[config.mk]
export PLATFORM = sky130hd
export DESIGN_NAME = elevator_scheduler
export DESIGN_NICKNAME = d
export VERILOG_FILES = /design/src/rtl/elevator_scheduler.sv
export SDC_FILE = /design/constraint.sdc
export NUM_CORES = 1
export LEC_CHECK = 0
export CAP_MARGIN = 20
export CORE_MARGIN = 3
export CORE_UTILIZATION = 56
export CTS_CLUSTER_DIAMETER = 40
export DETAILED_ROUTE_END_ITERATION = 10
export PLACE_DENSITY = 0.8
export REMOVE_ABC_BUFFERS = 1
export SLEW_MARGIN = 20
export SYNTH_ARGS = -nofsm -noshare
export SYNTH_HDL_FRONTEND = slang
export SYNTH_SLANG_ARGS = --single-unit
[constraint.sdc]
create_clock -name clk -period 4.2 [get_ports clk]
set_clock_uncertainty 0.15 [all_clocks]
set_input_delay 0.42 -clock clk [delete_from_list [all_inputs] [get_ports clk]]
set_output_delay 0.42 -clock clk [all_outputs]
set_load 0.1 [all_outputs]
[src/rtl/elevator_scheduler.sv]
// Elevator request scheduler: latches floor calls and runs a LOOK sweep,
// timing floor-to-floor travel and door dwell on a single-cycle tick strobe.
module elevator_scheduler #(
    parameter int FLOORS     = 8,
    parameter int MOVE_TICKS = 4,
    parameter int DOOR_TICKS = 3
) (
    input  logic                      clk,
    input  logic                      rst,
    input  logic                      tick,
    input  logic [FLOORS-1:0]         call_req,
    output logic [FLOORS-1:0]         destination,
    output logic [1:0]                sim_state,
    output logic [$clog2(FLOORS)-1:0] floor_idx,
    output logic                      dir_up
);

    localparam int FW   = $clog2(FLOORS);
    localparam int MAXT = (MOVE_TICKS > DOOR_TICKS) ? MOVE_TICKS : DOOR_TICKS;
    localparam int CW   = $clog2(MAXT + 1);
    localparam logic [CW-1:0] MOVE_LAST = CW'(MOVE_TICKS - 1);
    localparam logic [CW-1:0] DOOR_LAST = CW'(DOOR_TICKS - 1);

    typedef enum logic [1:0] {
        IDLE = 2'b00,
        UP   = 2'b01,
        DOWN = 2'b10,
        DOOR = 2'b11
    } state_t;

    state_t            state_r, state_s;
    logic [FLOORS-1:0] pending_r, pending_s, clr_s;
    logic [FW-1:0]     floor_r, floor_s, nf_s;
    logic              dir_r, dir_s, going_up_s, above_s, below_s;
    logic [CW-1:0]     cnt_r, cnt_s;

    // Any pending call strictly above floor f.
    function automatic logic any_above(input logic [FLOORS-1:0] p, input logic [FW-1:0] f);
        logic [FLOORS-1:0] m;
        m = '0;
        for (int i = 0; i < FLOORS; i++) begin
            m[i] = (FW'(i) > f);
        end
        return |(p & m);
    endfunction

    // Any pending call strictly below floor f.
    function automatic logic any_below(input logic [FLOORS-1:0] p, input logic [FW-1:0] f);
        logic [FLOORS-1:0] m;
        m = '0;
        for (int i = 0; i < FLOORS; i++) begin
            m[i] = (FW'(i) < f);
        end
        return |(p & m);
    endfunction

    // Next-state, motion/dwell counter and pending-call update.
    always_comb begin
        state_s    = state_r;
        floor_s    = floor_r;
        dir_s      = dir_r;
        cnt_s      = cnt_r;
        clr_s      = '0;
        nf_s       = floor_r;
        going_up_s = (state_r == UP);
        above_s    = any_above(pending_r, floor_r);
        below_s    = any_below(pending_r, floor_r);
        if (state_r == DOOR) begin
            clr_s[floor_r] = 1'b1;
        end else begin
            clr_s = '0;
        end
        case (state_r)
            IDLE: begin
                if (tick) begin
                    cnt_s = '0;
                    if (pending_r[floor_r]) begin
                        state_s        = DOOR;
                        clr_s[floor_r] = 1'b1;
                    end else if (above_s) begin
                        state_s = UP;
                        dir_s   = 1'b1;
                    end else if (below_s) begin
                        state_s = DOWN;
                        dir_s   = 1'b0;
                    end else begin
                        state_s = IDLE;
                    end
                end else begin
                    state_s = IDLE;
                end
            end
            UP, DOWN: begin
                if (tick) begin
                    nf_s = going_up_s ? floor_r + FW'(1) : floor_r - FW'(1);
                    if (cnt_r < MOVE_LAST) begin
                        cnt_s = cnt_r + CW'(1);
                    end else begin
                        // Arrival: decide from the calls seen relative to the new floor.
                        cnt_s   = '0;
                        floor_s = nf_s;
                        if (pending_r[nf_s]) begin
                            state_s     = DOOR;
                            clr_s[nf_s] = 1'b1;
                        end else if (going_up_s ? any_above(pending_r, nf_s)
                                                : any_below(pending_r, nf_s)) begin
                            state_s = state_r;
                        end else if (going_up_s ? any_below(pending_r, nf_s)
                                                : any_above(pending_r, nf_s)) begin
                            state_s = going_up_s ? DOWN : UP;
                            dir_s   = ~going_up_s;
                        end else begin
                            state_s = IDLE;
                        end
                    end
                end else begin
                    cnt_s = cnt_r;
                end
            end
            DOOR: begin
                // A call at this floor reopens the door instead of being latched.
                if (call_req[floor_r]) begin
                    cnt_s = '0;
                end else if (tick) begin
                    if (cnt_r == DOOR_LAST) begin
                        cnt_s = '0;
                        if (dir_r ? above_s : below_s) begin
                            state_s = dir_r ? UP : DOWN;
                        end else if (dir_r ? below_s : above_s) begin
                            state_s = dir_r ? DOWN : UP;
                            dir_s   = ~dir_r;
                        end else begin
                            state_s = IDLE;
                        end
                    end else begin
                        cnt_s = cnt_r + CW'(1);
                    end
                end else begin
                    cnt_s = cnt_r;
                end
            end
            default: begin
                state_s = IDLE;
                cnt_s   = '0;
            end
        endcase
        pending_s = (pending_r | call_req) & ~clr_s;
    end

    // State, position, direction, counter and pending-call registers.
    always_ff @(posedge clk or posedge rst) begin
        if (rst) begin
            state_r   <= IDLE;
            pending_r <= '0;
            floor_r   <= '0;
            dir_r     <= 1'b1;
            cnt_r     <= '0;
        end else begin
            state_r   <= state_s;
            pending_r <= pending_s;
            floor_r   <= floor_s;
            dir_r     <= dir_s;
            cnt_r     <= cnt_s;
        end
    end

    assign destination = pending_r;
    assign sim_state   = state_r;
    assign floor_idx   = floor_r;
    assign dir_up      = dir_r;

endmodule

==> results of run 1 <==
registers in the layout, indices dropped and copies added, names as in the netlist:
register,count
cnt_r,3
dir_up,1
floor_idx,3
sim_state,2
destination,8
metrics by stage:
step / hold slack, ps / std cells / util, % / cell area [um^2] / worst slack, ps
floorplan: 195.3 / 217 / - / 1854 / -84.52
global placement: 383.4 / 288 / 68.35 / 2172 / 726.4
detailed placement: 382.3 / 288 / 68.35 / 2172 / 616.6
CTS: 367.3 / 292 / 69.21 / 2200 / 588.7
global route: 391.5 / 292 / 69.21 / 2200 / 291.4
finish: 356.6 / 292 / 69.21 / 2200 / 575.9
final timing paths:
| kind | end | slack [ps] | cells after the start |
|---|---|---|---|
| min in group clk | cnt_r[0] | 400 | 1 |
| worst max register to register | dir_up | 580 | 9 |
| worst min register to register | cnt_r[0] | 400 | 1 |
| worst max-delay path | dir_up | 580 | 9 |
| worst min-delay path | floor_idx[2] | 360 | 2 |
| max in group asynchronous | destination[6] | 3130 | 2 |
critical path: cells and delay by family (launching register included):
family                     cells  cell delay, ps
buffers and inverters          1             120
DFF                            1             400
xor gates and xnor gates       1             320
adders and majority gates      1             670
muxes                          2             580
AOI/OAI and AO/OA              4            1300
layout make-up:
| type | instances | area [um^2] |
|---|---|---|
| Tap cell | 44 | 55.05 |
| Fill cell | 286 | 978.4 |
| Inverter | 17 | 63.81 |
| Clock inverter | 1 | 5.005 |
| Clock buffer | 3 | 22.52 |
| Multi-Input combinational cell | 183 | 1364 |
| Sequential cell | 17 | 426.7 |
| Timing Repair Buffer | 27 | 262.8 |
cell usage in the layout (no fill, tap or decap), types with 4 or more instances in the layout:
master           Yosys  layout
a31oi_1              4       4
o22ai_1              8       8
nand2_1             24      24
mux2_2               4       4
ha_1                12      12
clkdlybuf4s50_1      0      24
o21ai_0             17      17
mux2i_1             11      11
nor2_1              10      10
inv_1               16      16
dfrtp_1             16      16
and2_1               4       4
nand2b_1             5       5
nor3_1               5       5
mux4_2               4       4
nor2b_1              4       4
a21oi_1             16      16
nor3b_1              5       5
cells by family (layout without fill, tap and decap cells):
group,after synthesis,count (layout),share of synthesized area (%)
mux,20,20,13.45
buf+inv,36,48,7.498
compound gates,79,79,28.57
xor+xnor,5,5,3.039
fa+ha+maj,12,12,7.757
simple gates,67,67,17.65
flops,17,17,22.04
per-layer routing:
metal,global-route usage (%),up-vias
met3,2.426,10
met5,0,-
met2,40.87,95
met1,35.50,889
li1,-,904
met4,8.707,0
==> out/results.ini, run 1 <==
[run_status]
outcome = finished, final reports clean

[sta]
finalCritPeriodShare_pct = 86.29
slew_headroom_pct = 35.25
hold_violations = 0
timing.fmax_mhz = 275.9
setup_viol = 0
tightest_slew_ps = 968.2
slew_viol_final = 0
tns_ps = 0
rsz0062_at_grt = false
fin_crit_ps = 3624

[grt]
antenna_found_initial = 0
grt_max_degree = 23
grt-ovfl-total = 0
grt_pass1_wl_um = 8500
grt_pass1_vias = 1796
grt_util_all_layers_pct = 25.40

[route]
routed_via_density = 6.500
drt_iter0_markers = 220
m1WireLength_um = 2275
wl_met3_um = 393
vias = 1898
antenna_left = 0
routed_wl_um = 5087
top_layer = met4
wl_per_cell_um = 17.42
dr.pass1.iters = 5
wl_met2_um = 2343
drc_errors = 0

[setup_path]
critical_path.startpoint_type = flip-flop
arrival_ps = 3700
crit_type = flip-flop to flip-flop
reg2reg_from = sim_state[1]
max_stage_delay_ps = 670
cp.required_ps = 4270
path_cells = inv_1 > ha_1 > xnor2_1 > o311ai_1 > a311o_1 > a221oi_1 > mux2_4 > a2111oi_4 > mux2i_1
slowest_stage = ha_1
crit_start = sim_state[1]
crit_fanout = 22
crit_path_end_kind = flip-flop

[clock_network]
clkTransAtPathRegs_ps = 100
clk_path_buf_depth = 2
clk_latency_ps = 290
post_cts_resized = 0
cts_tree = yes
cts_sinks = 17
clock-root-buffer = clkbuf_4
cts-htree-levels = 1
post-cts-setup-buffers = 0
holdBufCountCts = 0
cts_buffers = 3

[floorplanning]
die_y_um = 64.79
io_pins = 25
start_util_pct = 60.91
die_w_um = 64.79
coreArea_um2 = 3178
die_area_um2 = 4198
row_count = 20

[yosys]
netlist_instances = 236
synth_edf_count = 0
synthFlopType = dfrtp_1
yosys.area.top_type = dfrtp_1
yosysWarnings = 0
syn-cell-area_um2 = 1936
synthDistinctLibCells = 58
synth_most_common_cell = nand2_1
synth_seq_area_share_pct = 22.04
synth_top_area_share_pct = 20.69
synth_common_cells = nand2_1 (24), o21ai_0 (17), a21oi_1 (16), dfrtp_1 (16), inv_1 (16)
synthTopCellsByArea = dfrtp_1 (21%), ha_1 (7.8%), mux2i_1 (5.7%), mux4_2 (4.7%), nand2_1 (4.7%)
synth_seq_cells = 17
avgSynthCellArea_um2 = 8.202
async_flop_share_pct = 100.0

[placement]
routabilityCongestion = 0.9570
port_buffers = 24
hpwl_um = 3770

[final_layout]
final_layout_size_suffix_gt1_share_pct = 9.274
n_antenna_cell = 0
layout.nets = 272
area_delta_synth_final_pct = 13.64

[worst_hold_path]
min_path_type = input port to asynchronous set/reset pin

[job]
max-cap-violations = 0

Power of run 1 is left out: the tool's default activity adds up to more than one toggle a clock period on the data nets, which glitch-free logic cannot reach.
==> run 2, diff against run 1 <==
==> constraint.sdc (replaced) <==
create_clock -name clk -period 3.9 [get_ports clk]
set_clock_uncertainty 0.15 [all_clocks]
set_input_delay 0.39 -clock clk [delete_from_list [all_inputs] [get_ports clk]]
set_output_delay 0.39 -clock clk [all_outputs]
set_load 0.1 [all_outputs]
==> run 2 against run 1 <==
Against the previous run: cell area grew 0.97%; highest routed layer unchanged; count of clock-buffer cells in the layout grew 1; critical path depth is the same; die area is the same; register-to-register slack lost 400 ps; via count grew 1.2%; final cell count grew 1.0%; setup slack lost 400 ps; utilization grew 0.67 points; fmax shrank 2.7%; non-clock buffer count grew 3; critical path type unchanged; hold slack lost 22 ps.
==> out/results.ini, run 2 (synthesis results as in run 1) <==
[run_status]
outcome = finished, final reports clean

[sta]
setup_viol = 0
finalCritPeriodShare_pct = 95.52
fin_crit_ps = 3725
slew_headroom_pct = 34.91
slew_viol_final = 0
rsz0062_at_grt = false
hold_violations = 0
tightest_slew_ps = 973.2
timing.fmax_mhz = 268.4
tns_ps = 0

[setup_path]
max_stage_delay_ps = 600
critical_path.startpoint_type = flip-flop
cp.required_ps = 3960
reg2reg_depth = 9
path_cells = inv_2 > ha_1 > xor2_1 > a31oi_1 > a2bb2oi_1 > or4_4 > mux2_4 > a2111oi_4 > mux2i_1
crit_type = flip-flop to flip-flop
arrival_ps = 3790
crit_path_end_kind = flip-flop
regToRegSetupSlack_ps = 170
slowest_stage = ha_1
crit_fanout = 14

[placement]
placed_cell_area_um2 = 2195
hpwl_um = 3955
dp.cells = 291
port_buffers = 24
routabilityCongestion = 0.9051

[clock_network]
cts_tree = yes
cts_sinks = 17
clkTransAtPathRegs_ps = 90
clk_path_buf_depth = 2
post-cts-setup-buffers = 0
clk_latency_ps = 280
post_cts_resized = 0
cts-htree-levels = 1
cts_buffers = 3
clock-root-buffer = clkbuf_4
holdBufCountCts = 0

[floorplanning]
io_pins = 25
die_y_um = 64.79
coreArea_um2 = 3178
die_area_um2 = 4198
die_w_um = 64.79
start_util_pct = 60.91
row_count = 20

[route]
drt_iter0_markers = 208
top_layer = met4
m1WireLength_um = 2404
routed_via_density = 6.512
wl_met3_um = 397
antenna_left = 0
drc_errors = 0
vias = 1921
wl_per_cell_um = 18.25
routed_wl_um = 5384
dr.pass1.iters = 5
wl_met2_um = 2478

[final_layout]
final_cell_area_um2 = 2221
layout.nets = 275
n_antenna_cell = 0
final_layout_size_suffix_gt1_share_pct = 9.960
post-route-util_pct = 69.88
final_cell_mix = nand2_1 (24), clkdlybuf4s50_1 (24), o21ai_0 (17)
largest_reg_flops = 8
area_delta_synth_final_pct = 14.74
finalNonFillerCells = 295

[grt]
grt_max_degree = 23
grt_pass1_vias = 1890
antenna_found_initial = 0
grt-ovfl-total = 0
grt_pass1_wl_um = 8963
grt_util_all_layers_pct = 26.88

[worst_hold_path]
min_path_type = input port to asynchronous set/reset pin

[job]
max-cap-violations = 0

-- run 2: path summary, 6_finish.rpt --
check | to | start
worst max-delay path | dir_up | floor_idx[0]
worst min-delay path | floor_idx[2] | rst
worst max register to register | dir_up | floor_idx[0]
worst min register to register | cnt_r[1] | cnt_r[1]
max in group asynchronous | destination[6] | rst
min in group clk | cnt_r[1] | cnt_r[1]
-- run 2: routing by layer --
| layer | track usage (%) | up-vias |
|---|---|---|
| li1 | - | 901 |
| met4 | 10.29 | 0 |
| met3 | 3.120 | 12 |
| met1 | 37.49 | 898 |
| met2 | 42.40 | 110 |
| met5 | 0 | - |
-- run 2: cell type report --
class,instances,area [um^2]
sequential,17,426.7
clock buffer,4,26.28
fill,278,957.2
tap,44,55.05
inverter,17,63.81
multi-input combinational,183,1364
timing repair buffer,30,285.3
-- run 2: worst max-delay path, delay by kind of cell (launching register included) --
family | cells | cell delay (ps)
compound gates | 3 | 700
simple gates | 1 | 520
xor+xnor | 1 | 400
mux | 2 | 540
buf+inv | 1 | 190
fa+ha+maj | 1 | 600
flops | 1 | 530
-- run 2: stage by stage --
stage	setup slack (ps)	hold WS [ps]
finish	174.7	335.0
global route	9.659	369.6
CTS	247.9	341.0
detailed placement	273.9	392.9
global placement	366.5	384.7
floorplan	-384.5	165.3
Power of run 2 is left out for the same reason.
==> run 3, diff against run 2 <==
--- a/config.mk
+++ b/config.mk
@@ -5,12 +5,13 @@
 export SDC_FILE = /design/constraint.sdc
 export NUM_CORES = 1
 export LEC_CHECK = 0
+export ABC_AREA = 1
 export CAP_MARGIN = 20
 export CORE_MARGIN = 3
-export CORE_UTILIZATION = 56
+export CORE_UTILIZATION = 60
 export CTS_CLUSTER_DIAMETER = 40
 export DETAILED_ROUTE_END_ITERATION = 10
-export PLACE_DENSITY = 0.8
+export PLACE_DENSITY = 0.84
 export REMOVE_ABC_BUFFERS = 1
 export SLEW_MARGIN = 20
 export SYNTH_ARGS = -nofsm -noshare
==> constraint.sdc (replaced) <==
create_clock -name clk -period 4.5 [get_ports clk]
set_clock_uncertainty 0.15 [all_clocks]
set_input_delay 0.45 -clock clk [delete_from_list [all_inputs] [get_ports clk]]
set_output_delay 0.45 -clock clk [all_outputs]
set_load 0.1 [all_outputs]
==> run 3 against run 2 <==
Against the previous run: via count increased by 16%; largest cell class unchanged; non-clock buffer count is 5 lower; count of clock-buffer cells in the layout is 1 lower; final cell count is 30% higher; setup slack improved by 1400 ps; wire length rose by 8.2%; synthesized area up 3.9%; flip-flop and latch count is the same.
==> out/results.ini, run 3 <==
[clock_network]
post-cts-setup-buffers = 0
clk_latency_ps = 310
clkTransAtPathRegs_ps = 120
cts_tree = yes
post_cts_resized = 0
cts_sinks = 17
holdBufCountCts = 0
cts_buffers = 3
clock-root-buffer = clkbuf_4
cts-htree-levels = 1
clk_path_buf_depth = 2

[route]
antenna_left = 0
dr.pass1.iters = 5
wl_per_cell_um = 15.17
routed_via_density = 5.802
vias = 2228
drt_iter0_markers = 264
drc_errors = 0
routed_wl_um = 5826

[job]
max-cap-violations = 0

[setup_path]
cp_top_family = buffers and inverters
crit_type = flip-flop to output port
cp.required_ps = 3900
crit_fanout = 21
worstPathBufferInverterCount = 1
crit_path_end_kind = output port
path_cells = clkdlybuf4s50_1
arrival_ps = 2310
slowest_stage = clkdlybuf4s50_1
max_stage_delay_ps = 1250
critical_path.startpoint_type = flip-flop

[yosys]
yosys.area.top_type = dfrtp_1
synthFlopType = dfrtp_1
netlist_instances = 320
async_flop_share_pct = 100.0
yosysWarnings = 0
synth_seq_cells = 17
synthTopCellsByArea = dfrtp_1 (20%), nand2_1 (19%), nand3_1 (8.5%), ha_1 (7.5%), nor2_1 (5.2%)
synth_edf_count = 0
syn-cell-area_um2 = 2011
synth_seq_area_share_pct = 21.22
synth_top_area_share_pct = 19.91
synth_common_cells = nand2_1 (100), nand3_1 (34), nor2_1 (28)
synth_most_common_cell = nand2_1
avgSynthCellArea_um2 = 6.283
synthDistinctLibCells = 34

[sta]
fin_crit_ps = 2914
slew_headroom_pct = 34.38
tns_ps = 0
finalCritPeriodShare_pct = 64.76
slew_viol_final = 0
setup_viol = 0
rsz0062_at_grt = false
hold_violations = 0
timing.fmax_mhz = 343.1
tightest_slew_ps = 981.2

[grt]
grt_pass1_vias = 2046
antenna_found_initial = 0
grt_max_degree = 31
grt_pass1_wl_um = 9922
grt-ovfl-total = 0
grt_util_all_layers_pct = 30.75

[final_layout]
finalNonFillerCells = 384
largest_reg_flops = 8
final_cell_mix = nand2_1 (100), nand3_1 (34), nor2_1 (28)
final_layout_size_suffix_gt1_share_pct = 12.35
n_antenna_cell = 0
fillCellCount = 270
layout.nets = 364
final_common_cell = nand2_1
area_delta_synth_final_pct = 12.88

[floorplanning]
row_count = 20
io_pins = 25
start_util_pct = 64.28
die_area_um2 = 4082
die_w_um = 63.89
die_y_um = 63.89
coreArea_um2 = 3128

[placement]
routabilityCongestion = 0.9365
dp.cells = 380
port_buffers = 24
hpwl_um = 4502

[worst_hold_path]
min_path_type = flip-flop to flip-flop

[run_status]
outcome = finished, final reports clean

-- run 3: cell types whose count changed after synthesis, moves of 8 or more --
cell,delta
nand2_1,+76
nor2_1,+18
mux2i_1,-11
nand2_2,+8
clkbuf_1,-15
nand3_1,+32
inv_1,+11
-- run 3: path summary, 6_finish.rpt --
kind                         startpoint              to  slack [ps]  cells past startpoint
max                        floor_idx[2]    floor_idx[2]        1590                      1
min                              dir_up          dir_up         340                      2
max reg2reg                floor_idx[0]  destination[1]        1680                     15
min reg2reg                      dir_up          dir_up         340                      2
max in group asynchronous           rst  destination[6]        3360                      2
min in group asynchronous           rst        cnt_r[0]         380                      2
-- run 3: layout make-up --
class | instances | area, um^2 | area share, %
Multi-Input combinational cell | 259 | 1376 | 60.64
Sequential cell | 17 | 426.7 | 18.80
Timing Repair Buffer | 25 | 247.7 | 10.92
Inverter | 35 | 136.4 | 6.009
Tap cell | 44 | 55.05 | 2.426
Clock buffer | 3 | 22.52 | 0.9923
Clock inverter | 1 | 5.005 | 0.2205
-- run 3: kinds of logic (layout without fill, tap and decap cells) --
family	after synthesis	in the layout	share of synthesized area [%]
fa+ha+maj	12	12	7.467
flops	17	17	21.22
compound gates	46	46	12.76
simple gates	199	199	47.36
xor+xnor	2	2	0.8713
buf+inv	44	64	10.33
-- run 3: layer usage --
| layer | wire length [um] | part of all wire [%] | track usage, % |
|---|---|---|---|
| met5 | 0 | 0 | 0 |
| met3 | 655 | 11 | 5.975 |
| met2 | 2509 | 43 | 45.42 |
| met4 | 125 | 2.1 | 11.32 |
| met1 | 2535 | 44 | 43.96 |
-- run 3: stage by stage --
step,cell area [um^2],worst slack [ps],utilization [%],hold slack (ps)
5_1_grt,2270,1446,72.56,379.1
3_5_place_dp,2242,1749,71.68,325.1
6_report,2270,1586,72.56,339.9
4_1_cts,2270,1590,72.56,342.3
3_3_place_gp,2242,1785,71.68,324.5
2_1_floorplan,1939,963.5,-,225.3
Power of run 3 is left out for the same reason.
